===== src/rtl/sm_ramp_ctrl_if.sv =====
// Command and driver-side signal bundle for the stepper ramp sequencer.
// The slave side is the sequencer; the master side is the command layer.
interface sm_ramp_ctrl_if #(
  parameter int SIZE  = 16,
  parameter int CNT_W = 32
);
  logic             cmd_start;
  logic             cmd_stop;
  logic [CNT_W-1:0] target_steps;
  logic             dir_in;
  logic [SIZE-1:0]  period_start;
  logic [SIZE-1:0]  period_min;
  logic [SIZE-1:0]  ramp_dec;
  logic             drv_step;
  logic             drv_dir;
  logic             drv_enable_SM;
  logic             busy;
  logic             done;
  logic [CNT_W-1:0] step_cnt;
  logic [SIZE-1:0]  cur_period;

  modport slave (
    input  cmd_start, cmd_stop, target_steps, dir_in,
    input  period_start, period_min, ramp_dec,
    output drv_step, drv_dir, drv_enable_SM, busy, done,
    output step_cnt, cur_period
  );

  modport master (
    output cmd_start, cmd_stop, target_steps, dir_in,
    output period_start, period_min, ramp_dec,
    input  drv_step, drv_dir, drv_enable_SM, busy, done,
    input  step_cnt, cur_period
  );
endinterface


===== src/rtl/sm_ramp_ctrl.sv =====
// Trapezoidal stepper move sequencer: accelerate, cruise, decelerate,
// generating the step pulse train one period per step.
module sm_ramp_ctrl #(
  parameter int SIZE  = 16,
  parameter int CNT_W = 32
) (
  input logic           clk,
  input logic           rst,
  sm_ramp_ctrl_if.slave bus
);

  typedef enum logic [2:0] {
    IDLE, ACCEL, CRUISE, DECEL, DONE
  } state_t;

  localparam logic [SIZE-1:0] P_FLOOR = SIZE'(4);

  state_t           state, state_nx;
  logic [SIZE-1:0]  ph, ph_nx;
  logic [SIZE-1:0]  p, p_nx;
  logic [SIZE-1:0]  ps_r, ps_nx;
  logic [SIZE-1:0]  pm_r, pm_nx;
  logic [SIZE-1:0]  dec_r, dec_nx;
  logic [CNT_W-1:0] rem, rem_nx;
  logic [CNT_W-1:0] acc, acc_nx;
  logic [CNT_W-1:0] cnt, cnt_nx;
  logic             dir_r, dir_nx;
  logic             stop_req, stop_nx;

  logic [SIZE-1:0]  pm_c, ps_c;
  logic [SIZE:0]    sub, add;
  logic [SIZE-1:0]  p_dn, p_up;
  logic [CNT_W-1:0] rem_dec, rem_stop;
  logic             moving, step_end;

  assign pm_c = (bus.period_min > P_FLOOR) ? bus.period_min : P_FLOOR;
  assign ps_c = (bus.period_start > pm_c) ? bus.period_start : pm_c;

  // Borrow out of the subtract means the ramp overshot the cruise period.
  assign sub  = {1'b0, p} - {1'b0, dec_r};
  assign p_dn = (sub[SIZE] || (sub[SIZE-1:0] < pm_r)) ? pm_r : sub[SIZE-1:0];
  assign add  = {1'b0, p} + {1'b0, dec_r};
  assign p_up = (add > {1'b0, ps_r}) ? ps_r : add[SIZE-1:0];

  assign rem_dec  = rem - CNT_W'(1);
  assign rem_stop = (rem_dec < acc) ? rem_dec : acc;

  assign moving   = (state == ACCEL) || (state == CRUISE) || (state == DECEL);
  assign step_end = (ph == p - SIZE'(1));

  assign bus.busy          = moving;
  assign bus.drv_enable_SM = moving;
  assign bus.done          = (state == DONE);
  assign bus.drv_step      = moving && (ph < (p >> 2));
  assign bus.drv_dir       = dir_r;
  assign bus.step_cnt      = cnt;
  assign bus.cur_period    = p;

  always_comb begin
    state_nx = state;
    ph_nx    = ph;
    p_nx     = p;
    ps_nx    = ps_r;
    pm_nx    = pm_r;
    dec_nx   = dec_r;
    rem_nx   = rem;
    acc_nx   = acc;
    cnt_nx   = cnt;
    dir_nx   = dir_r;
    stop_nx  = stop_req;
    unique case (state)
      IDLE: begin
        if (bus.cmd_start) begin
          ps_nx   = ps_c;
          pm_nx   = pm_c;
          dec_nx  = bus.ramp_dec;
          dir_nx  = bus.dir_in;
          p_nx    = ps_c;
          rem_nx  = bus.target_steps;
          acc_nx  = '0;
          cnt_nx  = '0;
          ph_nx   = '0;
          stop_nx = 1'b0;
          if (bus.target_steps == '0)
            state_nx = DONE;
          else if ((ps_c > pm_c) && (bus.ramp_dec != '0))
            state_nx = ACCEL;
          else
            state_nx = CRUISE;
        end
      end
      ACCEL, CRUISE, DECEL: begin
        if (bus.cmd_stop)
          stop_nx = 1'b1;
        if (!step_end) begin
          ph_nx = ph + SIZE'(1);
        end else begin
          ph_nx  = '0;
          cnt_nx = cnt + CNT_W'(1);
          rem_nx = rem_dec;
          if (rem_dec == '0) begin
            state_nx = DONE;
            stop_nx  = 1'b0;
          end else if (stop_req) begin
            stop_nx = 1'b0;
            rem_nx  = rem_stop;
            if (rem_stop == '0) begin
              state_nx = DONE;
            end else begin
              state_nx = DECEL;
              p_nx     = p_up;
            end
          end else if ((state != DECEL) && (rem_dec <= acc)) begin
            state_nx = DECEL;
            p_nx     = p_up;
          end else if (state == DECEL) begin
            p_nx = p_up;
          end else if (state == ACCEL) begin
            p_nx = p_dn;
            if (p_dn < p)
              acc_nx = acc + CNT_W'(1);
            if (p_dn == pm_r)
              state_nx = CRUISE;
          end
        end
      end
      DONE: begin
        state_nx = IDLE;
        stop_nx  = 1'b0;
      end
      default: state_nx = IDLE;
    endcase
  end

  always_ff @(posedge clk or negedge rst) begin
    if (!rst) begin
      state    <= IDLE;
      ph       <= '0;
      p        <= '0;
      ps_r     <= '0;
      pm_r     <= '0;
      dec_r    <= '0;
      rem      <= '0;
      acc      <= '0;
      cnt      <= '0;
      dir_r    <= 1'b0;
      stop_req <= 1'b0;
    end else begin
      state    <= state_nx;
      ph       <= ph_nx;
      p        <= p_nx;
      ps_r     <= ps_nx;
      pm_r     <= pm_nx;
      dec_r    <= dec_nx;
      rem      <= rem_nx;
      acc      <= acc_nx;
      cnt      <= cnt_nx;
      dir_r    <= dir_nx;
      stop_req <= stop_nx;
    end
  end

endmodule


===== src/flat_wrapper.sv =====
// flat-port wrapper written by rule: the top's interface ports become plain ports
module sm_ramp_ctrl_flat 
#(
  parameter int SIZE  = 16,
  parameter int CNT_W = 32
)
  (clk, rst, bus_cmd_start, bus_cmd_stop, bus_target_steps, bus_dir_in, bus_period_start, bus_period_min, bus_ramp_dec, bus_drv_step, bus_drv_dir, bus_drv_enable_SM, bus_busy, bus_done, bus_step_cnt, bus_cur_period);
  sm_ramp_ctrl_if #(.SIZE(SIZE), .CNT_W(CNT_W)) bus_i ();
  input logic clk;
  input logic rst;
  input wire logic [$bits(bus_i.cmd_start)-1:0] bus_cmd_start;
  input wire logic [$bits(bus_i.cmd_stop)-1:0] bus_cmd_stop;
  input wire logic [$bits(bus_i.target_steps)-1:0] bus_target_steps;
  input wire logic [$bits(bus_i.dir_in)-1:0] bus_dir_in;
  input wire logic [$bits(bus_i.period_start)-1:0] bus_period_start;
  input wire logic [$bits(bus_i.period_min)-1:0] bus_period_min;
  input wire logic [$bits(bus_i.ramp_dec)-1:0] bus_ramp_dec;
  output wire logic [$bits(bus_i.drv_step)-1:0] bus_drv_step;
  output wire logic [$bits(bus_i.drv_dir)-1:0] bus_drv_dir;
  output wire logic [$bits(bus_i.drv_enable_SM)-1:0] bus_drv_enable_SM;
  output wire logic [$bits(bus_i.busy)-1:0] bus_busy;
  output wire logic [$bits(bus_i.done)-1:0] bus_done;
  output wire logic [$bits(bus_i.step_cnt)-1:0] bus_step_cnt;
  output wire logic [$bits(bus_i.cur_period)-1:0] bus_cur_period;
  assign bus_i.cmd_start = bus_cmd_start;
  assign bus_i.cmd_stop = bus_cmd_stop;
  assign bus_i.target_steps = bus_target_steps;
  assign bus_i.dir_in = bus_dir_in;
  assign bus_i.period_start = bus_period_start;
  assign bus_i.period_min = bus_period_min;
  assign bus_i.ramp_dec = bus_ramp_dec;
  assign bus_drv_step = bus_i.drv_step;
  assign bus_drv_dir = bus_i.drv_dir;
  assign bus_drv_enable_SM = bus_i.drv_enable_SM;
  assign bus_busy = bus_i.busy;
  assign bus_done = bus_i.done;
  assign bus_step_cnt = bus_i.step_cnt;
  assign bus_cur_period = bus_i.cur_period;
  sm_ramp_ctrl #(.SIZE(SIZE), .CNT_W(CNT_W)) u_core (.clk(clk), .rst(rst), .bus(bus_i));
endmodule

===== config.mk =====
export PLATFORM = sky130hd
export DESIGN_NAME = sm_ramp_ctrl_flat
export DESIGN_NICKNAME = d
export VERILOG_FILES = /design/src/rtl/sm_ramp_ctrl_if.sv /design/src/rtl/sm_ramp_ctrl.sv /design/src/flat_wrapper.sv
export SDC_FILE = /design/constraint.sdc
export NUM_CORES = 1
export LEC_CHECK = 0
export ABC_AREA = 1
export ABC_CLOCK_PERIOD_IN_PS = 6400
export CORE_ASPECT_RATIO = 0.6
export CORE_MARGIN = 10
export CORE_UTILIZATION = 60
export CTS_BUF_LIST = sky130_fd_sc_hd__clkbuf_16
export DETAILED_ROUTE_END_ITERATION = 16
export PLACE_DENSITY_LB_ADDON = 0.1
export SLEW_MARGIN = 20
export SYNTH_ARGS = -nofsm -noshare
export SYNTH_HDL_FRONTEND = slang
export SYNTH_SLANG_ARGS = --single-unit
export TNS_END_PERCENT = 5

===== constraint.sdc =====
create_clock -name clk -period 6.4 [get_ports clk]
set_clock_uncertainty 0.15 [all_clocks]
set_input_delay 1.92 -clock clk [delete_from_list [all_inputs] [get_ports clk]]
set_output_delay 1.92 -clock clk [all_outputs]
set_load 0.02 [all_outputs]

==> results by group <==
Run status
  • Status: completed

Critical path
  • Setup CP Type: reg -> reg
  • Critical Path Sink Type: register
  • Worst EP arrival: 6270 ps
  • CP bufs+invs: 6
  • Critical path's slowest cell: fa_1
  • Critical Path Max Stage Delay: 460 ps
  • Setup crit start: u_core.bus.cur_period[0]
  • Worst EP required: 6660 ps
  • Critical path fanouts, max: 31
  • Worst setup SP type: register
  • Worst r2r src: u_core.bus.cur_period[0]
  • Crit-path leading delay family: simple AND/OR/NAND/NOR gates
  • Most frequent CP cell: nand2_1

Die
  • Initial Utilization: 61.5%
  • Die width: 243 um
  • Die height: 154 um
  • Die ar.: 37300 um^2
  • Io pins: 138
  • Number of core rows: 48
  • Total core area: 29100 um^2

STA
  • Final worst path period need: 6020 ps
  • Max Fclk: 166 MHz
  • Final Hold Fails: 0
  • Slew Viols, Final: 0
  • RSZ-0062 raised after global routing: no
  • Setup-failing EPs final: 0
  • Hold slack: 335 ps
  • Setup TNS: 0 ps
  • Slew headroom: 33.4%
  • Actual slew at the worst max-slew pin: 997 ps
  • Final worst-path cycle share: 94.0%

Clock tree
  • Worst-Skew Late Latency: 480 ps
  • Clock Tree Buf Depth: 2
  • CTS buffer count: 17
  • Clock root buffer: clkbuf_16
  • H-tree depth: 4
  • CTS tree: done
  • Post-CTS Repair Setup Buffers: 0
  • CTS Sinks: 181
  • Worst-path clk slew: 80 ps

Cells and area
  • Layout net count: 3066
  • Leading cell type in the layout, fill and taps excluded: nand2_1
  • ANT cells: 0
  • Final instance area: 20300 um^2
  • Layout overhead on the synthesized area: 13.7%
  • Commonest non-fill, non-tap cells in the layout: nand2_1 (711), inv_1 (326), nor2_1 (278)
  • Final Util: 70.0%
  • Layout cell share with drive strength beyond 1: 5.05%

Global route
  • Global-route wire length before repair: 106000 um
  • Tot GR Track Use: 35.9%
  • Largest net degree at the start of global routing: 105
  • Initial antenna violation count: 0
  • Overflow after GRT: 0
  • Number of global-route vias before repair: 18300

Routing
  • Antenna violation net count after detailed routing: 0
  • First-pass DRT Iterations: 13
  • Final WL: 69100 um
  • Vias/cell: 6.23
  • DR vias: 20100
  • WL/cell: 21.4 um
  • Remaining DRCs: 0
  • 1st-iter DRT viols: 3259

Synthesis
  • Syn_area_per_cell: 6.62 um^2
  • Synth Register Bits: 181
  • Netlist cell types: 56
  • Top post-synthesis cells by area: dfrtp_1 (25%), nand2_1 (15%), ha_1 (11%)
  • Post-synth top area share: 25.3%
  • Post-Syn Area: 17900 um^2
  • Synthesis warning total: 0
  • Post-synth EDFFs: 0
  • Synth area leader: dfrtp_1
  • Mapped Cells: 2703
  • Share of flip-flops with an asynchronous set or reset: 100%
  • Sequential share of the synthesized area: 25.3%
  • Main synth FF type: dfrtp_1
  • Syn_nets: 2951

Placement
  • Detailed placement HPWL: 55300 um
  • Dpl cell area: 19700 um^2
  • IO Port Bufs: 137
  • Routability congestion estimate: 1.09

Hold path
  • Path category of the worst min-delay check: reg -> reg
  • HP Start: u_core.bus.drv_dir

Flow run
  • Max cap viols: 0
-- path summary, 6_finish.rpt --
kind	end	slack, ps	cells past startpoint
max	u_core.acc[8]	380	32
min	u_core.bus.drv_dir	340	2
max reg2reg	u_core.acc[8]	380	32
min reg2reg	u_core.bus.drv_dir	340	2
max in group asynchronous	u_core.bus.step_cnt[5]	3550	2
min in group asynchronous	u_core.dec_r[11]	1430	1
-- cell usage after synthesis (3+ instances only) --
| cell type | number |
|---|---|
| nor2_1 | 280 |
| xor2_1 | 103 |
| nand2_2 | 11 |
| buf_1 | 3 |
| o221ai_1 | 3 |
| buf_2 | 32 |
| ha_1 | 161 |
| nand3_2 | 4 |
| o211ai_1 | 12 |
| a21boi_0 | 3 |
| and3_1 | 4 |
| a211oi_1 | 3 |
| nor2_4 | 5 |
| o21bai_1 | 8 |
| nor3b_1 | 3 |
| clkbuf_1 | 42 |
| o31ai_1 | 15 |
| nor3_2 | 3 |
| nand3_1 | 186 |
| nand3b_1 | 3 |
| nand2_4 | 4 |
| nor2_2 | 13 |
| nand2_1 | 711 |
| a21oi_1 | 141 |
| o21ai_0 | 129 |
| buf_4 | 9 |
| o21ai_1 | 12 |
| o21a_1 | 18 |
| a22oi_1 | 22 |
| a21o_1 | 6 |
| nand4_1 | 95 |
| inv_1 | 326 |
| xnor2_1 | 13 |
| nor3_1 | 69 |
| xor2_2 | 7 |
| xnor3_1 | 3 |
| inv_2 | 7 |
| dfrtp_1 | 181 |
| a31oi_1 | 5 |
| nor4_1 | 29 |
-- routing by layer --
metal	vias to the layer above	routed length (um)	GRT usage (%)
met5	-	63	1.73
li1	9145	-	-
met1	9342	30200	53.7
met3	100	13100	17.8
met2	1544	24700	43.9
met4	2	1030	7.26
-- area by class of cell --
cell class	count	area (um^2)
fill	2591	8720
sequential	181	4530
timing repair buffer	184	1730
tap	400	500
inverter	335	1260
clock buffer	17	425
clock inverter	15	190
multi-input combinational	2099	11700
-- worst register-to-register path, delay by kind of cell (launching register included) --
family / cells / cell delay (ps)
AOI/OAI and AO/OA: 6 / 1270
xor gates and xnor gates: 1 / 350
adders and majority gates: 4 / 1250
buffers and inverters: 6 / 1040
DFF: 1 / 380
and+or+nand+nor: 15 / 1500
-- through the flow --
stage,worst slack (ps),cells
after floorplan,1280,2703
after global placement,382,3199
after detailed placement,236,3199
after CTS,249,3231
after global routing,78.0,3231
final,383,3231
-- registers in the layout, summed over array words and instances, names as in the netlist, 16 cells and up --
signal and cells:
u_core.acc 32, u_core.bus.step_cnt 32, u_core.rem 32, u_core.bus.cur_period 16
u_core.dec_r 16, u_core.ph 16, u_core.pm_r 16, u_core.ps_r 16
-- cell families (layout without fill, tap and decap cells) --
kind of cell	count (synthesis)	in the layout	share of synthesized area [%]
XOR/XNOR	126	126	6.69
flip-flops	181	181	25.3
adder cells (fa/ha/maj)	163	163	11.5
buffers and inverters	423	551	9.39
AO/OA/AOI/OAI	384	384	12.2
AND/OR/NAND/NOR	1426	1426	34.9
-- timing repair --
action                     CTS  global route
hold buffers                 0             0
setup endpoints to repair    0            31
gates resized for setup      0             4
Power is left out: the tool's default activity adds up to more than one toggle a clock period on the data nets, which glitch-free logic cannot reach.
